## config.mk

```make
export PLATFORM = sky130hd
export DESIGN_NAME = seq_det
export DESIGN_NICKNAME = d
export VERILOG_FILES = /design/src/rtl/seq_det_pkg.sv /design/src/rtl/seq_det.sv
export SDC_FILE = /design/constraint.sdc
export NUM_CORES = 1
export LEC_CHECK = 0
export BUFFER_PORTS_ARGS = -buffer_cell sky130_fd_sc_hd__buf_2
export CAP_MARGIN = 25
export CORE_MARGIN = 1.5
export CORE_UTILIZATION = 23
export DETAILED_ROUTE_END_ITERATION = 8
export MAX_ROUTING_LAYER = met4
export SYNTH_ARGS = -nofsm -noshare
export SYNTH_HDL_FRONTEND = slang
export SYNTH_SLANG_ARGS = --single-unit
```

## constraint.sdc

```tcl
create_clock -name clk -period 1.9 [get_ports clk]
set_input_delay 0 -clock clk [delete_from_list [all_inputs] [get_ports clk]]
set_output_delay 0 -clock clk [all_outputs]
set_load 0.05 [all_outputs]
```

## src/rtl/seq_det_pkg.sv

```systemverilog
// Shared constants for the 10010 serial pattern detector: state encoding,
// the pattern itself and a helper returning the bit each state expects next.
package seq_det_pkg;

    localparam int unsigned STATE_W = 3;
    localparam int unsigned PAT_LEN = 5;

    localparam logic [PAT_LEN-1:0] PATTERN = 5'b10010;

    // Each state is named by the longest pattern prefix matched so far
    localparam logic [STATE_W-1:0] S0 = STATE_W'(0);
    localparam logic [STATE_W-1:0] S1 = STATE_W'(1);
    localparam logic [STATE_W-1:0] S2 = STATE_W'(2);
    localparam logic [STATE_W-1:0] S3 = STATE_W'(3);
    localparam logic [STATE_W-1:0] S4 = STATE_W'(4);
    localparam logic [STATE_W-1:0] S5 = STATE_W'(5);

    // Pattern bit that extends a match of length idx (first pattern bit is the MSB)
    function automatic logic pat_bit(input logic [STATE_W-1:0] idx);
        logic [PAT_LEN-1:0] w_sh;
        w_sh = PATTERN << idx;
        return w_sh[PAT_LEN-1];
    endfunction

endpackage

```

## src/rtl/seq_det.sv

```systemverilog
// Moore detector for the overlapping serial pattern 10010; z pulses for one
// cycle after the fifth pattern bit is sampled.
module seq_det
    import seq_det_pkg::*;
(
    input  logic clk,
    input  logic rst,
    input  logic x,
    output logic z
);

    logic [STATE_W-1:0] r_state;
    logic [STATE_W-1:0] w_next;
    logic               r_z;

    // A mismatch on any partial prefix falls back to "1" or nothing, depending on x
    always_comb begin
        w_next = S0;
        case (r_state)
            S0, S1, S2, S3, S4: begin
                if (x == pat_bit(r_state)) begin
                    w_next = STATE_W'(r_state + STATE_W'(1));
                end else begin
                    w_next = x ? S1 : S0;
                end
            end
            S5:      w_next = x ? S1 : S3;
            default: w_next = S0;
        endcase
    end

    // State register with async clear; the match flag is registered alongside it
    always_ff @(posedge clk or negedge rst) begin
        if (!rst) begin
            r_state <= S0;
            r_z     <= 1'b0;
        end else begin
            r_state <= w_next;
            r_z     <= (w_next == S5);
        end
    end

    assign z = r_z;

endmodule

```

==> results.py, run 1 <==
metrics = {
    "power_and_ir_drop": {
        "clkPwrFrac_pct": 16.8,
        "seq_power_share_pct": 22.1,
        "p_comb_share_pct": 61.1,
        "switching_share_pct": 44.5,
        "switchingPower_uw": 284,
        "pwr_density_cell_nw_per_um2": 1630,
        "p_int_uw": 354,
        "max-vdd-ir-drop_mv": 0.783,
        "p_leak_uw": 0.000171,
    },
    "sta": {
        "fin_crit_ps": 1620,
        "setup_viol": 0,
        "drv_slew": 0,
        "hold_viol": 0,
        "fmax_mhz": 618,
        "tns_ps": 0,
        "relSlewSlack_pct": 78.5,
        "tightest_slew_ps": 320,
        "rsz0062_at_grt": "false",
        "fin_crit_sh_pct": 85.1,
        "clock_skew_ps": 9.78,
    },
    "route": {
        "antenna_left": 0,
        "vias": 238,
        "dr.first_iter.drc_count": 4,
        "drc": 0,
        "routed_wl_um": 552,
        "drt-vias-per-instance": 4.58,
        "wl_per_cell_um": 10.6,
        "drt-pass1-iter-count": 4,
    },
    "synthesis": {
        "synth_top_area_share_pct": 30.8,
        "yosysWarnings": 0,
        "synth_area_leaders": "dfrtp_1, ha_1, a2111oi_4",
        "syn_nets": 38,
        "syn_area_um2": 325,
        "synth-seq-area-share_pct": 30.8,
        "yosysTopAreaCell": "dfrtp_1",
        "synth_area_per_cell_um2": 10.8,
        "netlist_top_cells_count": "ha_1, dfrtp_1, inv_1",
        "yosysMostFrequentCell": "ha_1",
        "syn_inst": 30,
        "yosysUniqueCellTypes": 17,
        "synth-edff-count": 0,
        "ys_ff_latch": 4,
        "async_flop_share_pct": 100,
        "ys.flop_type": "dfrtp_1",
    },
    "place": {
        "gp_congestion": 0.733,
        "dp_hpwl_um": 434,
        "dpl-instance-area_um2": 359,
        "port_buffers": 3,
    },
    "global_routing": {
        "grt_remaining_overflow": 0,
        "grt_pass1_vias": 246,
        "grt_antenna_before_repair": 0,
        "grt_max_degree": 8,
        "grt_use_total_pct": 9.77,
        "grt_pass1_wl_um": 993,
    },
    "clock_network": {
        "clkLatencyLatePin_ps": 240,
        "cts.sinks": 4,
        "ctsRootBufferMaster": "clkbuf_4",
        "numCtsBuffers": 3,
        "htree_levels": 1,
        "clockBufferDepth": 2,
        "cts_tree": "done",
        "postCtsSetupRepairBufs": 0,
        "clk_pin_slew_ps": 40,
        "hold_buffers": 1,
        "cts_resized": 0,
    },
    "critical_path": {
        "worst-path-max-fanout": 6,
        "crit_arrival_ps": 1750,
        "crit_type": "register to register",
        "r2r_start": "r_state[0]",
        "endpoint_kind": "register",
        "crit_start": "r_state[0]",
        "crit_required_ps": 2040,
        "startpoint_type": "register",
    },
    "layout": {
        "drive_gt1_share_pct": 27.0,
        "nNetsFinal": 47,
        "fillers": 134,
        "area.growth.synth_to_final_pct": 20.4,
        "post-route-cell-area_um2": 392,
        "antenna_cells": 0,
    },
    "floorplanning": {
        "design.portCount": 4,
        "core-area_um2": 1320,
        "die_y_um": 40.6,
        "fp.dieW_um": 40.6,
        "initial_core_util_pct": 24.7,
        "dieArea_um2": 1650,
        "rows": 13,
    },
    "min_path": {
        "hp-start": "x",
        "min_path_type": "input pin to register",
    },
    "run_status": {
        "outcome": "complete, no violations",
    },
    "job": {
        "drv_cap": 0,
    },
}
flip-flops by register name, summed over array words and instances (netlist names):
signal and count:
r_state 3, z 1
critical path, stage by stage (launching register included):
cell and delay, ps:
dfrtp_1 430, inv_1 100, ha_1 350, nor3_1 180, o21ai_0 150, a2111oi_4 310
power by group through the flow:
stage               registers (uW)  clock network (uW)  logic, uW
finish                         141                 107        390
global route                   145                 120        439
CTS                            141                 109        398
detailed placement             142                   0        393
global placement               143                   0        387
floorplan                      140                   0        328
routing by layer:
metal	wire, um	vias to the layer above	part of all wire (%)	track usage (%)
met5	0	-	0	-
met4	0	0	0	2.50
met2	288	3	52	16.3
met1	247	114	45	10.2
met3	17	0	3.1	4.89
li1	-	121	-	-
cell usage in the layout (no fill, tap or decap), types with 2 or more instances in the layout:
master    n
dfrtp_1   4
buf_2     3
clkbuf_4  3
nor2_1    2
ha_1      5
nor3_1    2
o21ai_0   2
inv_1     4
stage by stage:
step | hold slack, ps | cells | setup slack (ps) | util, % | total power (uW)
after floorplan | -296 | 30 | 422 | - | 469
after global placement | -190 | 48 | 290 | 27.3 | 530
after detailed placement | -192 | 48 | 275 | 27.3 | 536
after CTS | 42.8 | 52 | 279 | 29.7 | 648
after global routing | 37.6 | 52 | 116 | 29.7 | 703
final | 41.6 | 52 | 283 | 29.7 | 638
final timing paths:
path                         endpoint  slack, ps  cells after the start
min in group asynchronous  r_state[1]        100                      2
max in group asynchronous  r_state[0]       1670                      2
min                        r_state[1]         40                      2
max                                 z        280                      5
min reg2reg                r_state[1]        610                      2
max reg2reg                         z        280                      5
layout make-up:
class / instances / area, um2 / share of cell area (%)
inverters: 4 / 15.0 / 3.83
multi-input cells: 22 / 210 / 53.7
flip-flops and latches: 4 / 100 / 25.6
repair buffers: 4 / 25.0 / 6.39
well taps: 15 / 18.8 / 4.79
clock buffers: 3 / 22.5 / 5.75
kinds of logic after synthesis:
group	synth area share (%)
fa+ha+maj	19.2
flops	30.8
buf+inv	4.61
simple gates	14.2
xor+xnor	2.69
compound gates	28.5
Power figures use the tool's default switching activity.
==> inputs of run 2 (changes only) <==
CORE_AREA = 2 2 39 41   (was default)
CORE_MARGIN = default   (was 1.5)
CORE_UTILIZATION = default   (was 23)
CTS_CLUSTER_DIAMETER = 200   (was default)
DIE_AREA = 0 0 41 43   (was default)
PLACE_DENSITY = 0.43   (was default)
==> run 2 against run 1 <==
Wire length increased by 11%. Clock power decreased by 5%. Utilization decreased by 1.3 points. Final cell count increased by 1.9%. Combinational power increased by 2%. Hold slack improved by 12 ps. Largest power group unchanged. Highest routed layer unchanged.
==> results.py, run 2 (synthesized netlist as in run 1, its figures left out) <==
metrics = {
    "clock_network": {
        "cts_tree": "done",
        "ctsRootBufferMaster": "clkbuf_4",
        "cts_resized": 0,
        "hold_buffers": 1,
        "htree_levels": 1,
        "clk_pin_slew_ps": 40,
        "cts.sinks": 4,
        "clkLatencyLatePin_ps": 230,
        "clockBufferDepth": 2,
        "numCtsBuffers": 3,
        "postCtsSetupRepairBufs": 0,
    },
    "floorplanning": {
        "core-area_um2": 1380,
        "die_y_um": 43,
        "fp.dieW_um": 41,
        "dieArea_um2": 1760,
        "rows": 14,
        "design.portCount": 4,
        "initial_core_util_pct": 23.5,
    },
    "critical_path": {
        "crit_required_ps": 2030,
        "cp_slowest_cell": "dfrtp_1",
        "r2r_cells": 5,
        "crit_arrival_ps": 1750,
        "cp.buffers_inverters": 1,
        "r2r_slack_ps": 280,
        "worst-path-max-fanout": 6,
        "cp_top_family": "compound AO/OA/AOI/OAI gates",
        "r2r_start": "r_state[0]",
        "crit_type": "register to register",
        "crit_start": "r_state[0]",
        "regToRegEndpoint": "z",
        "crit_chain": "inv_1 -> ha_1 -> nor3_1 -> o21ai_0 -> a2111oi_4",
        "startpoint_type": "register",
        "slowest_delay_ps": 430,
        "endpoint_kind": "register",
    },
    "sta": {
        "rsz0062_at_grt": "false",
        "hold_viol": 0,
        "clock_skew_ps": 1.27,
        "setup_viol": 0,
        "fin_crit_ps": 1620,
        "fin_crit_sh_pct": 85.4,
        "relSlewSlack_pct": 77.8,
        "tightest_slew_ps": 329,
        "drv_slew": 0,
        "tns_ps": 0,
        "fmax_mhz": 616,
    },
    "layout": {
        "drive_gt1_share_pct": 27.0,
        "nNetsFinal": 47,
        "largest_reg_flops": 3,
        "layout_common_cells": "ha_1, inv_1, dfrtp_1, clkbuf_4, buf_2",
        "top_register": "r_state",
        "final_common_cell": "ha_1",
        "antenna_cells": 0,
        "area.growth.synth_to_final_pct": 20.8,
        "post-route-cell-area_um2": 393,
        "finalNonFillerCells": 53,
    },
    "route": {
        "wl_per_cell_um": 11.5,
        "antenna_left": 0,
        "dr.first_iter.drc_count": 0,
        "drc": 0,
        "routed_wl_um": 612,
        "vias": 241,
        "drt-vias-per-instance": 4.55,
        "drt-pass1-iter-count": 1,
    },
    "run_status": {
        "outcome": "complete, no violations",
    },
    "global_routing": {
        "grt_pass1_vias": 282,
        "grt_pass1_wl_um": 1070,
        "grt_antenna_before_repair": 0,
        "grt_use_total_pct": 9.19,
        "grt_max_degree": 8,
        "grt_remaining_overflow": 0,
    },
    "place": {
        "gp_congestion": 0.751,
        "dpl.cell_count": 49,
        "dpl-instance-area_um2": 360,
        "port_buffers": 3,
        "dp_hpwl_um": 497,
    },
    "power_and_ir_drop": {
        "max-vdd-ir-drop_mv": 0.564,
        "fin_total_pwr_uw": 641,
        "p_leak_uw": 0.000171,
        "switching_share_pct": 44.8,
        "switchingPower_uw": 287,
        "clkPwrFrac_pct": 15.8,
        "seq_power_share_pct": 22.1,
        "p_int_uw": 354,
        "pwr_density_cell_nw_per_um2": 1630,
        "p_comb_share_pct": 62.0,
    },
    "job": {
        "drv_cap": 0,
    },
    "min_path": {
        "min_path_type": "input pin to register",
        "hold_end": "r_state[1]",
        "hold_path_depth": 2,
        "hp-start": "x",
    },
}
==> run 2: final cells by class <==
class	count	area [um2]
fillers	141	991
multi-input cells	22	210
well taps	16	20.0
repair buffers	4	25.0
clock buffers	3	22.5
inverters	4	15.0
flip-flops and latches	4	100
==> run 2: worst reg2reg max path: stages, from the launching register on <==
cell	delay (ps)
dfrtp_1	430
inv_1	110
ha_1	350
nor3_1	180
o21ai_0	150
a2111oi_4	310
==> run 2: layer usage <==
| metal | vias to the layer above | track usage (%) | wire [um] |
|---|---|---|---|
| met5 | - | - | 0 |
| met4 | 0 | 8.67 | 0 |
| li1 | 119 | - | - |
| met3 | 0 | 0 | 7 |
| met2 | 2 | 15.9 | 374 |
| met1 | 120 | 8.14 | 230 |
==> run 2: power groups by stage <==
stage / Sequential [uW] / Combinational (uW) / Clock (uW)
final: 142 / 398 / 102
after global placement: 142 / 381 / 0
after CTS: 141 / 401 / 109
after floorplan: 140 / 328 / 0
after detailed placement: 141 / 396 / 0
after global routing: 147 / 441 / 114
==> run 2: through the flow <==
| step | setup WS, ps | hold WS [ps] | utilization [%] |
|---|---|---|---|
| after CTS | 269 | 46.9 | 28.4 |
| after global routing | 97.1 | 68.7 | 28.4 |
| after global placement | 307 | -193 | 26.0 |
| final | 277 | 53.2 | 28.4 |
| after detailed placement | 291 | -188 | 26.0 |
| after floorplan | 422 | -296 | - |
==> run 2: worst max path at each step <==
stage	to	slack [ps]	depth (start not counted)
6_report	z	280	5
5_1_grt	z	100	5
4_1_cts	z	270	5
3_5_place_dp	z	290	5
3_3_place_gp	z	310	5
2_1_floorplan	z	420	5
